[src/rtl/ber_sweep_ctrl.sv]
// ber_sweep_ctrl
// Sequencer for LVDS bit-error-rate sweeps on one transceiver channel.
// Walks the 16 IDSET_A / DRV_STR_A combinations, and for each one:
// applies the control word and pulses CLR_SEQ, waits SETTLE_CYC cycles,
// measures errors over WINDOW_CYC cycles, then records pass/fail and the best
// (lowest window error) setting.
//
// Ports:
//   CLK        system clock
//   RSTX       asynchronous active-low reset
//   START      one-cycle pulse, begins a sweep (honoured only when idle)
//   ABORT      one-cycle pulse, stops the sweep (wins over START)
//   BASE_CTRL  template control word for the stimulus block
//   ERR_THR    pass threshold on the window error count
//   RECV_CNT   free-running received-word count from the stimulus
//   ERR_CNT    cumulative error count from the stimulus
//   CTRL       registered control word to the stimulus
//   CLR_SEQ    one-cycle clear pulse, one per configuration
//   BUSY       high while a sweep runs
//   DONE       sticky completion flag, cleared by START or ABORT
//   CFG_IDX    configuration currently applied
//   PASS_MAP   bit i set when configuration i passed
//   BEST_IDX   configuration with the lowest window error count
//   BEST_ERR   window error count of BEST_IDX
module ber_sweep_ctrl #(
  parameter int SETTLE_CYC = 1024,
  parameter int WINDOW_CYC = 1048576,
  parameter int CNT_W      = 21
) (
  input  logic        CLK,
  input  logic        RSTX,
  input  logic        START,
  input  logic        ABORT,
  input  logic [30:0] BASE_CTRL,
  input  logic [15:0] ERR_THR,
  input  logic [57:0] RECV_CNT,
  input  logic [63:0] ERR_CNT,
  output logic [30:0] CTRL,
  output logic        CLR_SEQ,
  output logic        BUSY,
  output logic        DONE,
  output logic [3:0]  CFG_IDX,
  output logic [15:0] PASS_MAP,
  output logic [3:0]  BEST_IDX,
  output logic [63:0] BEST_ERR
);

  typedef enum logic [2:0] {
    S_IDLE,
    S_APPLY,
    S_SETTLE,
    S_MEASURE,
    S_EVAL
  } state_t;

  localparam logic [CNT_W-1:0] SETTLE_LAST = CNT_W'(SETTLE_CYC - 1);
  localparam logic [CNT_W-1:0] WINDOW_LAST = CNT_W'(WINDOW_CYC - 1);

  state_t state_reg, state_next;

  logic [CNT_W-1:0] cnt_reg, cnt_next;
  logic [63:0]      err0_reg, err0_next;
  logic [57:0]      rcv0_reg, rcv0_next;
  logic [30:0]      ctrl_reg, ctrl_next;
  logic             clr_seq_reg, clr_seq_next;
  logic             busy_reg, busy_next;
  logic             done_reg, done_next;
  logic [3:0]       cfg_idx_reg, cfg_idx_next;
  logic [15:0]      pass_map_reg, pass_map_next;
  logic [3:0]       best_idx_reg, best_idx_next;
  logic [63:0]      best_err_reg, best_err_next;

  logic        settle_end;
  logic        window_end;
  logic        link_dead;
  logic [63:0] werr;
  logic        cfg_pass;

  // Insert the configuration index into the template word:
  // idx[1:0] -> IDSET_A at [24:23], idx[3:2] -> DRV_STR_A at [18:17].
  function automatic logic [30:0] map_cfg(input logic [30:0] base,
                                          input logic [3:0]  idx);
    logic [30:0] w;
    w        = base;
    w[24:23] = idx[1:0];
    w[18:17] = idx[3:2];
    return w;
  endfunction

  assign settle_end = (cnt_reg == SETTLE_LAST);
  assign window_end = (cnt_reg == WINDOW_LAST);

  // Window error count. Modular subtraction absorbs a wrap of ERR_CNT inside
  // the window; an unchanged RECV_CNT means nothing was received, which is
  // treated as the worst possible result.
  assign link_dead = (RECV_CNT == rcv0_reg);
  assign werr      = link_dead ? {64{1'b1}} : (ERR_CNT - err0_reg);
  assign cfg_pass  = (werr <= {48'd0, ERR_THR});

  // State and datapath registers
  always_ff @(posedge CLK or negedge RSTX) begin
    if (!RSTX) begin
      state_reg    <= S_IDLE;
      cnt_reg      <= '0;
      err0_reg     <= '0;
      rcv0_reg     <= '0;
      ctrl_reg     <= '0;
      clr_seq_reg  <= 1'b0;
      busy_reg     <= 1'b0;
      done_reg     <= 1'b0;
      cfg_idx_reg  <= '0;
      pass_map_reg <= '0;
      best_idx_reg <= '0;
      best_err_reg <= {64{1'b1}};
    end else begin
      state_reg    <= state_next;
      cnt_reg      <= cnt_next;
      err0_reg     <= err0_next;
      rcv0_reg     <= rcv0_next;
      ctrl_reg     <= ctrl_next;
      clr_seq_reg  <= clr_seq_next;
      busy_reg     <= busy_next;
      done_reg     <= done_next;
      cfg_idx_reg  <= cfg_idx_next;
      pass_map_reg <= pass_map_next;
      best_idx_reg <= best_idx_next;
      best_err_reg <= best_err_next;
    end
  end

  // Next-state logic; ABORT overrides everything
  always_comb begin
    state_next = state_reg;
    if (ABORT) begin
      state_next = S_IDLE;
    end else begin
      case (state_reg)
        S_IDLE:    if (START) state_next = S_APPLY;
        S_APPLY:   state_next = S_SETTLE;
        S_SETTLE:  if (settle_end) state_next = S_MEASURE;
        S_MEASURE: if (window_end) state_next = S_EVAL;
        S_EVAL:    state_next = (cfg_idx_reg == 4'd15) ? S_IDLE : S_APPLY;
        default:   state_next = S_IDLE;
      endcase
    end
  end

  // Output / datapath next values. Outputs are computed from state_next so
  // that the registered outputs line up with the state they describe.
  always_comb begin
    cnt_next      = cnt_reg;
    err0_next     = err0_reg;
    rcv0_next     = rcv0_reg;
    done_next     = done_reg;
    cfg_idx_next  = cfg_idx_reg;
    pass_map_next = pass_map_reg;
    best_idx_next = best_idx_reg;
    best_err_next = best_err_reg;

    if (ABORT) begin
      // Partial results are kept on purpose so a stopped sweep can be read.
      done_next = 1'b0;
    end else begin
      case (state_reg)
        S_IDLE: begin
          if (START) begin
            cfg_idx_next  = '0;
            pass_map_next = '0;
            best_idx_next = '0;
            best_err_next = {64{1'b1}};
            done_next     = 1'b0;
          end
        end
        S_APPLY: cnt_next = '0;
        S_SETTLE: begin
          if (settle_end) begin
            cnt_next  = '0;
            err0_next = ERR_CNT;
            rcv0_next = RECV_CNT;
          end else begin
            cnt_next = cnt_reg + CNT_W'(1);
          end
        end
        S_MEASURE: cnt_next = cnt_reg + CNT_W'(1);
        S_EVAL: begin
          pass_map_next[cfg_idx_reg] = cfg_pass;
          // Strict compare: on a tie the earlier (lower) index is kept.
          if (werr < best_err_reg) begin
            best_err_next = werr;
            best_idx_next = cfg_idx_reg;
          end
          if (cfg_idx_reg == 4'd15) begin
            done_next = 1'b1;
          end else begin
            cfg_idx_next = cfg_idx_reg + 4'd1;
          end
        end
        default: ;
      endcase
    end

    busy_next    = (state_next != S_IDLE);
    clr_seq_next = (state_next == S_APPLY);
    ctrl_next    = busy_next ? map_cfg(BASE_CTRL, cfg_idx_next) : BASE_CTRL;
  end

  assign CTRL     = ctrl_reg;
  assign CLR_SEQ  = clr_seq_reg;
  assign BUSY     = busy_reg;
  assign DONE     = done_reg;
  assign CFG_IDX  = cfg_idx_reg;
  assign PASS_MAP = pass_map_reg;
  assign BEST_IDX = best_idx_reg;
  assign BEST_ERR = best_err_reg;

endmodule

[config.mk]
export PLATFORM = sky130hd
export DESIGN_NAME = ber_sweep_ctrl
export DESIGN_NICKNAME = d
export VERILOG_FILES = /design/src/rtl/ber_sweep_ctrl.sv
export SDC_FILE = /design/constraint.sdc
export NUM_CORES = 1
export LEC_CHECK = 0
export CAP_MARGIN = 30
export CORE_MARGIN = 3
export CORE_UTILIZATION = 50
export CTS_CLUSTER_DIAMETER = 150
export DETAILED_ROUTE_END_ITERATION = 10
export GPL_ROUTABILITY_DRIVEN = 0
export HOLD_SLACK_MARGIN = 0.03
export PLACE_DENSITY = 0.85
export SYNTH_ARGS = -nofsm -noshare
export SYNTH_HDL_FRONTEND = slang
export SYNTH_SLANG_ARGS = --single-unit
[constraint.sdc]
create_clock -name CLK -period 6.19 [get_ports CLK]
set_input_delay 0.9285 -clock CLK [delete_from_list [all_inputs] [get_ports CLK]]
set_output_delay 0.9285 -clock CLK [all_outputs]
set_load 0.03 [all_outputs]
==> reports/results.tsv, run 1 <==
stage	metric	value	unit
place	place_inst	2872	
grt	grt_max_degree	185	
synthesis	synth_area	0.0181	mm²
power	powerDensity	220	mW/mm²
outcome	status	finished clean	
power	ir_worst_vdd	0.230	mV
grt	antenna_found_initial	3	
clocking	cts.clk_slew.worst_paths	0.06	ns
setup_path	critPathArrivalTime	6.48	ns
place	placed_cell_area	0.0227	mm²
clocking	post_cts_resized	0	
timing	slew_viol_final	0	
routing	post_drt_wl_per_cell	18.5	µm
grt	grt.met1_usage	33.4	%
timing	fin_setup_tns	0	ns
setup_path	critPathCaptureType	register	
timing	setup_slack	0.208	ns
clocking	clock-sinks	268	
synthesis	syn_nets	2349	
setup_path	rrSetupSlack	0.67	ns
layout	final_cells	2927	
timing	finalCritPeriodShare	96.6	%
timing	timing_hold_violations_final	0	
setup_path	reg2reg_depth	23	
clocking	htreeDepth	1	
clocking	ctsRootBufferMaster	clkbuf_16	
grt	met2_usage	46.3	%
synthesis	async_reset_ff_share	100	%
synthesis	synth.avg_cell_area	8.92	µm²
timing	setup_viol	0	
layout	drive_above_1_share	17.9	%
floorplanning	row_count	69	
timing	clock_skew	0.0176	ns
grt	grt_pass1_vias	17200	
clocking	cts_setup_buffers	0	
routing	drt_first_pass_iters	9	
grt	grt_overflow	0	
layout	n_antenna_cell	0	
setup_path	critPathCapture	BEST_ERR[25]	
layout	finalInstanceArea	0.0238	mm²
setup_path	r2r-end	BEST_ERR[25]	
setup_path	path_class	input pin to register	
place	io_buffers	294	
grt	grt_use_total	27.3	%
routing	drc	0	
timing	slew_headroom	31.8	%
hold_path	holdCritPathClass	input pin to asynchronous set/reset pin	
place	dpl.hpwl	41.8	mm
timing	worst_slew_pin_slew	1.02	ns
floorplanning	core-area	0.0357	mm²
synthesis	yosysWarningCount	0	
synthesis	ys_ff_latch	268	
layout	area_growth	31.5	%
timing	layout_min_cycle_time	5.98	ns
setup_path	start_kind	input pin	
synthesis	synthesis.instances	2028	
setup_path	crit_path_max_fanout	5	
clocking	worst_skew_pair.late_latency	0.58	ns
routing	ant_nets	0	
setup_path	worstReg2RegStart	err0_reg[1]	
layout	fin_util	66.8	%
routing	drtIter0Drc	1461	
setup_path	critPathLaunch	ERR_CNT[1]	
clocking	clock_path_buffers	3	
floorplanning	dieArea	0.0385	mm²
routing	wirelength	54.0	mm
power	power_leakage	11.2	nW
grt	grtUsageMet3	6.75	%
grt	busiest_layer	met2	
routing	via_per_inst	5.79	
setup_path	critPathRequiredTime	6.69	ns
synthesis	synth_enable_flop_cells	0	
job	drv_cap	0	
timing	holdWs	0.435	ns
timing	fmax	167	MHz
grt	grt_pass1_wl	86.7	mm
floorplanning	die_w	196	µm
clocking	cts_tree	done	
synthesis	seq_area_frac_synth	37.5	%
synthesis	synth.distinct_cells	82	
power	power.total	5.23	mW
timing	rsz0062_at_grt	no	
floorplanning	initial_core_util	50.8	%
synthesis	ys.flop_type	dfrtp_1	
place	dp_slack	-0.351	ns
layout	fin_nets	2765	
clocking	cts_buffers	31	
floorplanning	io_pins	295	
routing	vias	17000	
floorplanning	die_y	196	µm
clocking	cts_hold_buf	0	
## placed cells by master, fill, tap and decap left out, drive strengths merged, types with 16 or more instances in the layout
cell type      instances
a31oi                 17
dfstp                 64
nor2                  99
xnor2                 93
nand3                 38
nand2                292
o21ai                171
dfrtp                204
clkdlybuf4s50        293
clkbuf                41
mux2i                 22
nor3                  23
a21oi                116
and3                  30
buf                  176
nand2b                16
ha                   147
mux2                 118
a21o                  34
xor2                  36
inv                  168
nand4                 73
## logic make-up (layout without fill, tap and decap cells)
family	after synthesis	after routing	synth area share, %
and+or+nand+nor	648	648	17.2
xor gates and xnor gates	129	129	6.24
buffers and inverters	254	692	5.41
adders and majority gates	148	148	10.3
DFF	268	268	37.5
AOI/OAI and AO/OA	441	441	14.8
muxes	140	140	8.58
## power breakdown
part,internal [mW],switching (mW)
registers,1.82,0.0288
clock network,1.12,0.761
logic,0.683,0.821
total,3.62,1.61
## cell type report
class                      count  area, µm²
clock inverter                14        154
multi-input combinational   1506      10400
inverter                     168        631
fill                        2678      11900
sequential                   268       6790
tap                          461        577
clock buffer                  41        883
timing repair buffer         469       4350
## how the worst min path moves through the flow
stage          slack [ns]     endpoint
3_3_place_gp         0.49   cnt_reg[1]
2_1_floorplan        0.47   cnt_reg[2]
3_5_place_dp         0.50  BEST_ERR[4]
6_report             0.43     CTRL[23]
4_1_cts              0.51     CTRL[23]
5_1_grt              0.53   cnt_reg[2]
## metal layers
| layer | vias up | share of wire, % |
|---|---|---|
| met5 | - | 0.076 |
| met4 | 6 | 4.7 |
| met3 | 186 | 8.9 |
| met2 | 811 | 47 |
| met1 | 8025 | 39 |
| li1 | 7930 | - |
## critical path, cell delays in order
cell and delay, ns:
clkdlybuf4s50_1 0.50, ha_1 0.32, nor2b_1 0.19, o2111ai_1 0.19, a211o_1 0.35, a2111oi_1 0.45
buf_4 0.21, o41ai_4 0.11, o41ai_2 0.37, buf_4 0.20, o41a_1 0.16, and2_1 0.20
nand2_1 0.08, ha_1 0.33, nand4_1 0.17, nor4_4 0.35, buf_4 0.17, nand2_1 0.06
o21ai_1 0.21, o32ai_2 0.15, o21ai_4 0.18, buf_4 0.22, mux2_2 0.36
## synthesized netlist by cell type, drive strengths merged, types with 3 or more instances
cell	instances	area, µm²
nor3	23	115
nand4	73	472
mux2i	22	220
dfstp	64	1680
or4	4	30.0
nand2b	16	100
o311ai	4	35.0
nand2	292	1110
nor2	99	372
o21bai	11	82.6
xnor2	93	815
mux2	118	1330
a31o	3	26.3
or2	6	37.5
a31oi	17	106
xor2	36	315
inv	168	631
a2111oi	4	35.0
clkbuf	66	248
o31ai	6	45.0
and4b	3	30.0
a21oi	116	581
a211oi	10	75.1
o21ba	3	30.0
and4	11	96.3
o21ai	171	856
o21a	15	113
buf	20	101
and2	10	62.6
nand3	38	190
o211ai	7	52.6
or3	9	61.3
ha	147	1840
dfrtp	204	5100
nor2b	9	56.3
nor4	13	81.3
and3	30	188
o41ai	7	83.8
o221ai	3	26.3
a211o	3	26.3
a21boi	4	30.0
a21o	34	255
a221oi	5	43.8
Power figures use the tool's default switching activity.
==> run 2, diff against run 1 <==
--- a/config.mk
+++ b/config.mk
@@ -7,12 +7,13 @@
 export LEC_CHECK = 0
 export CAP_MARGIN = 30
 export CORE_MARGIN = 3
-export CORE_UTILIZATION = 50
+export CORE_UTILIZATION = 51
+export CTS_BUF_LIST = sky130_fd_sc_hd__clkbuf_2 sky130_fd_sc_hd__clkbuf_4 sky130_fd_sc_hd__clkbuf_8
 export CTS_CLUSTER_DIAMETER = 150
 export DETAILED_ROUTE_END_ITERATION = 10
 export GPL_ROUTABILITY_DRIVEN = 0
 export HOLD_SLACK_MARGIN = 0.03
-export PLACE_DENSITY = 0.85
+export PLACE_DENSITY = 0.87
 export SYNTH_ARGS = -nofsm -noshare
 export SYNTH_HDL_FRONTEND = slang
 export SYNTH_SLANG_ARGS = --single-unit
==> run 2 against run 1 <==
Combinational power about the same. Register-to-register slack got worse by 0.03 ns. First-iteration DRC count decreased by 6.6%. Cell count increased by 1.1%. Non-clock buffer count increased by 6. Total power increased by 2.8%. Worst setup slack got worse by 0.031 ns. Critical endpoint is now PASS_MAP[14]. Largest cell class unchanged. Largest power group unchanged. Highest routed layer unchanged.
==> reports/results.tsv, run 2 (synthesized netlist as in run 1, its figures left out) <==
stage	metric	value	unit
outcome	status	finished clean	
routing	via_per_inst	5.86	
place	dpl.hpwl	42.8	mm
floorplanning	initial_core_util	52.0	%
place	placed_cell_area	0.0227	mm²
layout	area_growth	32.1	%
clocking	htreeDepth	2	
routing	ant_nets	0	
floorplanning	die_y	194	µm
setup_path	critical_path.top_delay_family	simple AND/OR/NAND/NOR gates	
grt	grt_max_degree	185	
timing	fmax	166	MHz
timing	holdWs	0.378	ns
timing	finalCritPeriodShare	97.1	%
timing	rsz0062_at_grt	no	
timing	slew_viol_final	0	
hold_path	holdCritPathClass	input pin to asynchronous set/reset pin	
power	ir_worst_vdd	0.174	mV
timing	layout_min_cycle_time	6.01	ns
layout	finalInstanceArea	0.0239	mm²
clocking	cts_setup_buffers	0	
clocking	clock-sinks	268	
clocking	worst_skew_pair.late_latency	0.63	ns
routing	drtIter0Drc	1364	
routing	drc	0	
floorplanning	io_pins	295	
setup_path	path_class	input pin to register	
clocking	post_cts_resized	0	
clocking	cts_tree	done	
floorplanning	core-area	0.0348	mm²
setup_path	slowest_delay	0.56	ns
timing	worst_slew_pin_slew	1.01	ns
setup_path	crit_path_max_fanout	3	
layout	fin_nets	2787	
setup_path	crit_slowest_cell	or4_1	
clocking	clock_path_buffers	3	
clocking	ctsRootBufferMaster	clkbuf_8	
setup_path	critPathRequiredTime	6.71	ns
timing	timing_hold_violations_final	0	
floorplanning	dieArea	0.0378	mm²
grt	antenna_found_initial	6	
routing	drt_first_pass_iters	7	
grt	grt_overflow	0	
power	powerDensity	225	mW/mm²
clocking	cts.clk_slew.worst_paths	0.06	ns
routing	vias	17300	
routing	post_drt_wl_per_cell	19.0	µm
layout	final_cell_mix	clkdlybuf4s50_1, nand2_1, dfrtp_1	
grt	grt_use_total	29.1	%
timing	setup_viol	0	
job	drv_cap	0	
timing	fin_setup_tns	0	ns
timing	clock_skew	0.0394	ns
setup_path	critPathCaptureType	register	
clocking	cts_hold_buf	0	
layout	nFillCells	2565	
routing	wirelength	56.3	mm
setup_path	start_kind	input pin	
setup_path	worst-path-buf-inv	3	
setup_path	crit_top_cell	nand2_1	
grt	grt_pass1_wl	90.6	mm
timing	slew_headroom	32.7	%
clocking	cts_buffers	47	
place	io_buffers	294	
layout	drive_above_1_share	19.0	%
floorplanning	row_count	68	
setup_path	crit_chain	clkdlybuf4s50_1 -> inv_1 -> ha_1 -> fa_1 -> and2b_1 -> o2111a_1 -> o21ai_0 -> nand2_1 -> nor2_1 -> xor2_1 -> nand2_1 -> ha_1 -> nand3_1 -> nor3_1 -> nand2_1 -> o31ai_1 -> buf_4 -> nand4_1 -> or3_1 -> or4_1 -> or4_1 -> o41ai_2	
layout	layout_commonest_cell	clkdlybuf4s50_1	
floorplanning	die_w	194	µm
setup_path	critPathArrivalTime	6.53	ns
power	power_leakage	11.3	nW
grt	grt_pass1_vias	17900	
[run 2: cell count changes in the layout (fill, tap and decap cells not counted), sizes merged]
cell      before  now
buf          176  182
bufinv         3    5
clkbuf        41   75
clkinv         9    4
clkinvlp       2    3
diode          0    1
[run 2: layout make-up]
cell class | instances | area [µm²] | share of cell area (%)
multi-input combinational | 1506 | 10400 | 43.4
clock inverter | 12 | 193 | 0.806
clock buffer | 75 | 970 | 4.05
timing repair buffer | 475 | 4390 | 18.4
sequential | 268 | 6790 | 28.4
tap | 455 | 569 | 2.38
antenna | 1 | 2.50 | 0.0105
inverter | 168 | 631 | 2.64
[run 2: path summary, 6_finish.rpt]
check | cells past startpoint | startpoint | slack [ns] | to
min in group CLK | 2 | BEST_ERR[4] | 0.51 | BEST_ERR[4]
worst max-delay path | 22 | ERR_CNT[0] | 0.18 | PASS_MAP[14]
worst min-delay path | 1 | RSTX | 0.38 | cnt_reg[7]
worst min register to register | 2 | BEST_ERR[4] | 0.51 | BEST_ERR[4]
max in group asynchronous | 2 | RSTX | 4.48 | CTRL[11]
worst max register to register | 20 | err0_reg[1] | 0.64 | PASS_MAP[14]
[run 2: worst register-to-register path, stage by stage, from the launching register on]
cell	delay, ns
dfrtp_1	0.38
inv_1	0.08
ha_1	0.27
nor2b_1	0.20
o2111ai_1	0.20
a211o_1	0.35
and2_1	0.17
o21ai_1	0.23
xnor2_1	0.22
nand2_1	0.15
ha_1	0.33
nand3_1	0.11
nor3_1	0.20
nand2_1	0.12
o31ai_1	0.34
buf_4	0.19
nand4_1	0.09
or3_1	0.39
or4_1	0.55
or4_1	0.56
o41ai_2	0.35
[run 2: metrics by stage]
step	power, mW	setup slack [ns]	util [%]	cells
3_5_place_dp	3.35	-0.395	65.3	2872
6_report	5.38	0.177	68.7	2960
3_3_place_gp	3.29	-0.160	65.3	2870
2_1_floorplan	2.67	0.0308	-	2028
5_1_grt	5.63	0.0182	68.7	2959
4_1_cts	5.38	0.179	68.7	2959
[run 2: routing by layer]
| layer | GRT usage, % | share of wire [%] | vias to the layer above |
|---|---|---|---|
| met2 | 49.4 | 48 | 916 |
| met4 | 14.6 | 4.9 | 8 |
| met1 | 34.2 | 37 | 8189 |
| met3 | 7.64 | 9.8 | 220 |
| li1 | - | - | 7999 |
| met5 | 0 | 0.098 | - |
[run 2: power breakdown]
| group | internal [mW] | total (mW) | switching (mW) |
|---|---|---|---|
| Sequential | 1.82 | 1.85 | 0.0296 |
| Combinational | 0.692 | 1.52 | 0.833 |
| Clock | 1.20 | 2.01 | 0.802 |
| Total | 3.71 | 5.38 | 1.66 |
==> run 3, diff against run 2 <==
--- a/config.mk
+++ b/config.mk
@@ -6,14 +6,13 @@
 export NUM_CORES = 1
 export LEC_CHECK = 0
 export CAP_MARGIN = 30
-export CORE_MARGIN = 3
-export CORE_UTILIZATION = 51
+export CORE_UTILIZATION = 56
 export CTS_BUF_LIST = sky130_fd_sc_hd__clkbuf_2 sky130_fd_sc_hd__clkbuf_4 sky130_fd_sc_hd__clkbuf_8
 export CTS_CLUSTER_DIAMETER = 150
 export DETAILED_ROUTE_END_ITERATION = 10
 export GPL_ROUTABILITY_DRIVEN = 0
 export HOLD_SLACK_MARGIN = 0.03
-export PLACE_DENSITY = 0.87
+export PLACE_DENSITY = 0.9
 export SYNTH_ARGS = -nofsm -noshare
 export SYNTH_HDL_FRONTEND = slang
 export SYNTH_SLANG_ARGS = --single-unit
==> constraint.sdc (replaced) <==
create_clock -name CLK -period 6.4 [get_ports CLK]
set_input_delay 0.96 -clock CLK [delete_from_list [all_inputs] [get_ports CLK]]
set_output_delay 0.96 -clock CLK [all_outputs]
set_load 0.03 [all_outputs]
==> run 3 against run 2 <==
Worst hold slack improved by 0.033 ns. Critical path type unchanged. Combinational power is 9.9% lower. Sequential cell count unchanged. Clock power down 8%. Sequential share of layout area up 1.1 points. Largest power group unchanged. Cell count is 5.1% lower. Largest cell class unchanged.
==> reports/results.tsv, run 3 (synthesized netlist as in run 1, its figures left out) <==
stage	metric	value	unit
clocking	htreeDepth	2	
power	ir_worst_vdd	0.190	mV
place	placed_cell_area	0.0219	mm²
clocking	cts_tree	done	
layout	drive_above_1_share	15.8	%
floorplanning	initial_core_util	57.2	%
layout	n_antenna_cell	0	
timing	worst_slew_pin_slew	1.00	ns
timing	clock_skew	0.0331	ns
clocking	clock-sinks	268	
layout	layout_commonest_cell	clkdlybuf4s50_1	
clocking	worst_skew_pair.late_latency	0.61	ns
setup_path	critPathCaptureType	register	
clocking	cts_buffers	48	
hold_path	holdCritPathClass	input pin to asynchronous set/reset pin	
timing	setup_slack	0.374	ns
layout	ff_latch_area	0.00679	mm²
routing	ant_nets	0	
setup_path	crit_chain	clkdlybuf4s50_1 -> inv_1 -> ha_1 -> fa_1 -> and2b_1 -> o2111ai_1 -> nand2_1 -> xnor2_1 -> nand2_1 -> ha_1 -> nand4_1 -> a21oi_1 -> a2111oi_0 -> o211ai_1 -> o31ai_1 -> buf_4 -> nand4_1 -> or3_1 -> or4_1 -> or4_1 -> o41ai_2	
setup_path	slowest_delay	0.59	ns
setup_path	critPathRequiredTime	6.89	ns
layout	multiInputGateArea	0.0104	mm²
layout	nFillCells	2155	
place	dpl.hpwl	40.4	mm
timing	timing_hold_violations_final	0	
setup_path	crit_slowest_cell	a2111oi_0	
power	power_leakage	10.8	nW
grt	antenna_found_initial	0	
timing	slew_viol_final	0	
grt	grt_overflow	0	
clocking	clock_path_buffers	3	
place	io_buffers	294	
floorplanning	dieArea	0.0330	mm²
floorplanning	die_y	182	µm
clocking	cts_setup_buffers	0	
floorplanning	core-area	0.0316	mm²
routing	via_per_inst	6.07	
routing	wirelength	53.7	mm
grt	grt_use_total	32.8	%
clocking	ctsRootBufferMaster	clkbuf_8	
setup_path	crit_path_max_fanout	3	
layout	final_cell_mix	clkdlybuf4s50_1, nand2_1, dfrtp_1	
clocking	post_cts_resized	0	
layout	area_growth	27.2	%
floorplanning	die_w	182	µm
timing	finalCritPeriodShare	94.2	%
timing	fin_setup_tns	0	ns
routing	drc	0	
timing	slew_headroom	32.7	%
routing	vias	17100	
clocking	cts.clk_slew.worst_paths	0.06	ns
power	powerDensity	217	mW/mm²
setup_path	start_kind	input pin	
floorplanning	row_count	65	
timing	rsz0062_at_grt	no	
timing	holdWs	0.411	ns
grt	grt_pass1_vias	17400	
routing	drtIter0Drc	1424	
timing	fmax	166	MHz
timing	setup_viol	0	
job	drv_cap	0	
floorplanning	io_pins	295	
setup_path	path_class	input pin to register	
setup_path	critPathArrivalTime	6.52	ns
outcome	status	finished clean	
layout	fin_nets	2691	
timing	layout_min_cycle_time	6.03	ns
clocking	cts_hold_buf	0	
routing	drt_first_pass_iters	6	
grt	grt_pass1_wl	87.0	mm
layout	finalInstanceArea	0.0230	mm²
place	dp_slack	-0.0797	ns
routing	post_drt_wl_per_cell	19.1	µm
grt	grt_max_degree	160	
==> run 3: changes by cell type in the layout (fill, tap and decap cells not counted), sizes merged <==
cell,previous run,this run
buf,182,85
clkinv,4,7
clkinvlp,3,0
bufinv,5,3
clkbuf,75,77
diode,1,0
==> run 3: cell type report <==
class                   count  area share [%]
multi-input cells        1506            45.0
well taps                 402            2.18
repair buffers            378            15.8
inverters                 168            2.74
clock inverters            10           0.543
flip-flops and latches    268            29.5
clock buffers              77            4.25
==> run 3: report_power, final <==
part	internal, mW	switching, mW	total (mW)
clock	1.09	0.751	1.84
sequential	1.76	0.0276	1.78
combinational	0.581	0.788	1.37
total	3.43	1.57	4.99
==> run 3: path summary, 6_finish.rpt <==
check / from / to / slack (ns) / depth (start not counted)
max in group asynchronous: RSTX / CTRL[21] / 4.58 / 2
min reg2reg: PASS_MAP[13] / PASS_MAP[13] / 0.50 / 2
max: ERR_CNT[0] / PASS_MAP[14] / 0.37 / 21
min: RSTX / cnt_reg[10] / 0.41 / 1
max reg2reg: err0_reg[4] / PASS_MAP[14] / 0.87 / 21
min in group CLK: PASS_MAP[13] / PASS_MAP[13] / 0.50 / 2
==> run 3: critical path: cells and delay by family <==
family / cells / cell delay [ns]
and+or+nand+nor: 8 / 2.27
AOI/OAI and AO/OA: 6 / 1.40
adders and majority gates: 3 / 0.97
buffers and inverters: 3 / 0.71
xor gates and xnor gates: 1 / 0.21
==> run 3: metrics by stage <==
step,utilization (%),cells,power [mW]
after floorplan,-,2028,2.58
after global placement,69.2,2720,3.07
after detailed placement,69.3,2722,3.12
after CTS,72.8,2809,4.98
after global routing,72.8,2809,5.21
final,72.8,2809,4.99
==> run 3: layer usage <==
metal	global-route usage, %	routed length, µm	vias to the layer above
li1	-	-	7789
met3	8.26	5550	257
met1	38.9	20200	7976
met4	17.7	2900	0
met2	54.6	25100	1031
met5	0	0	-
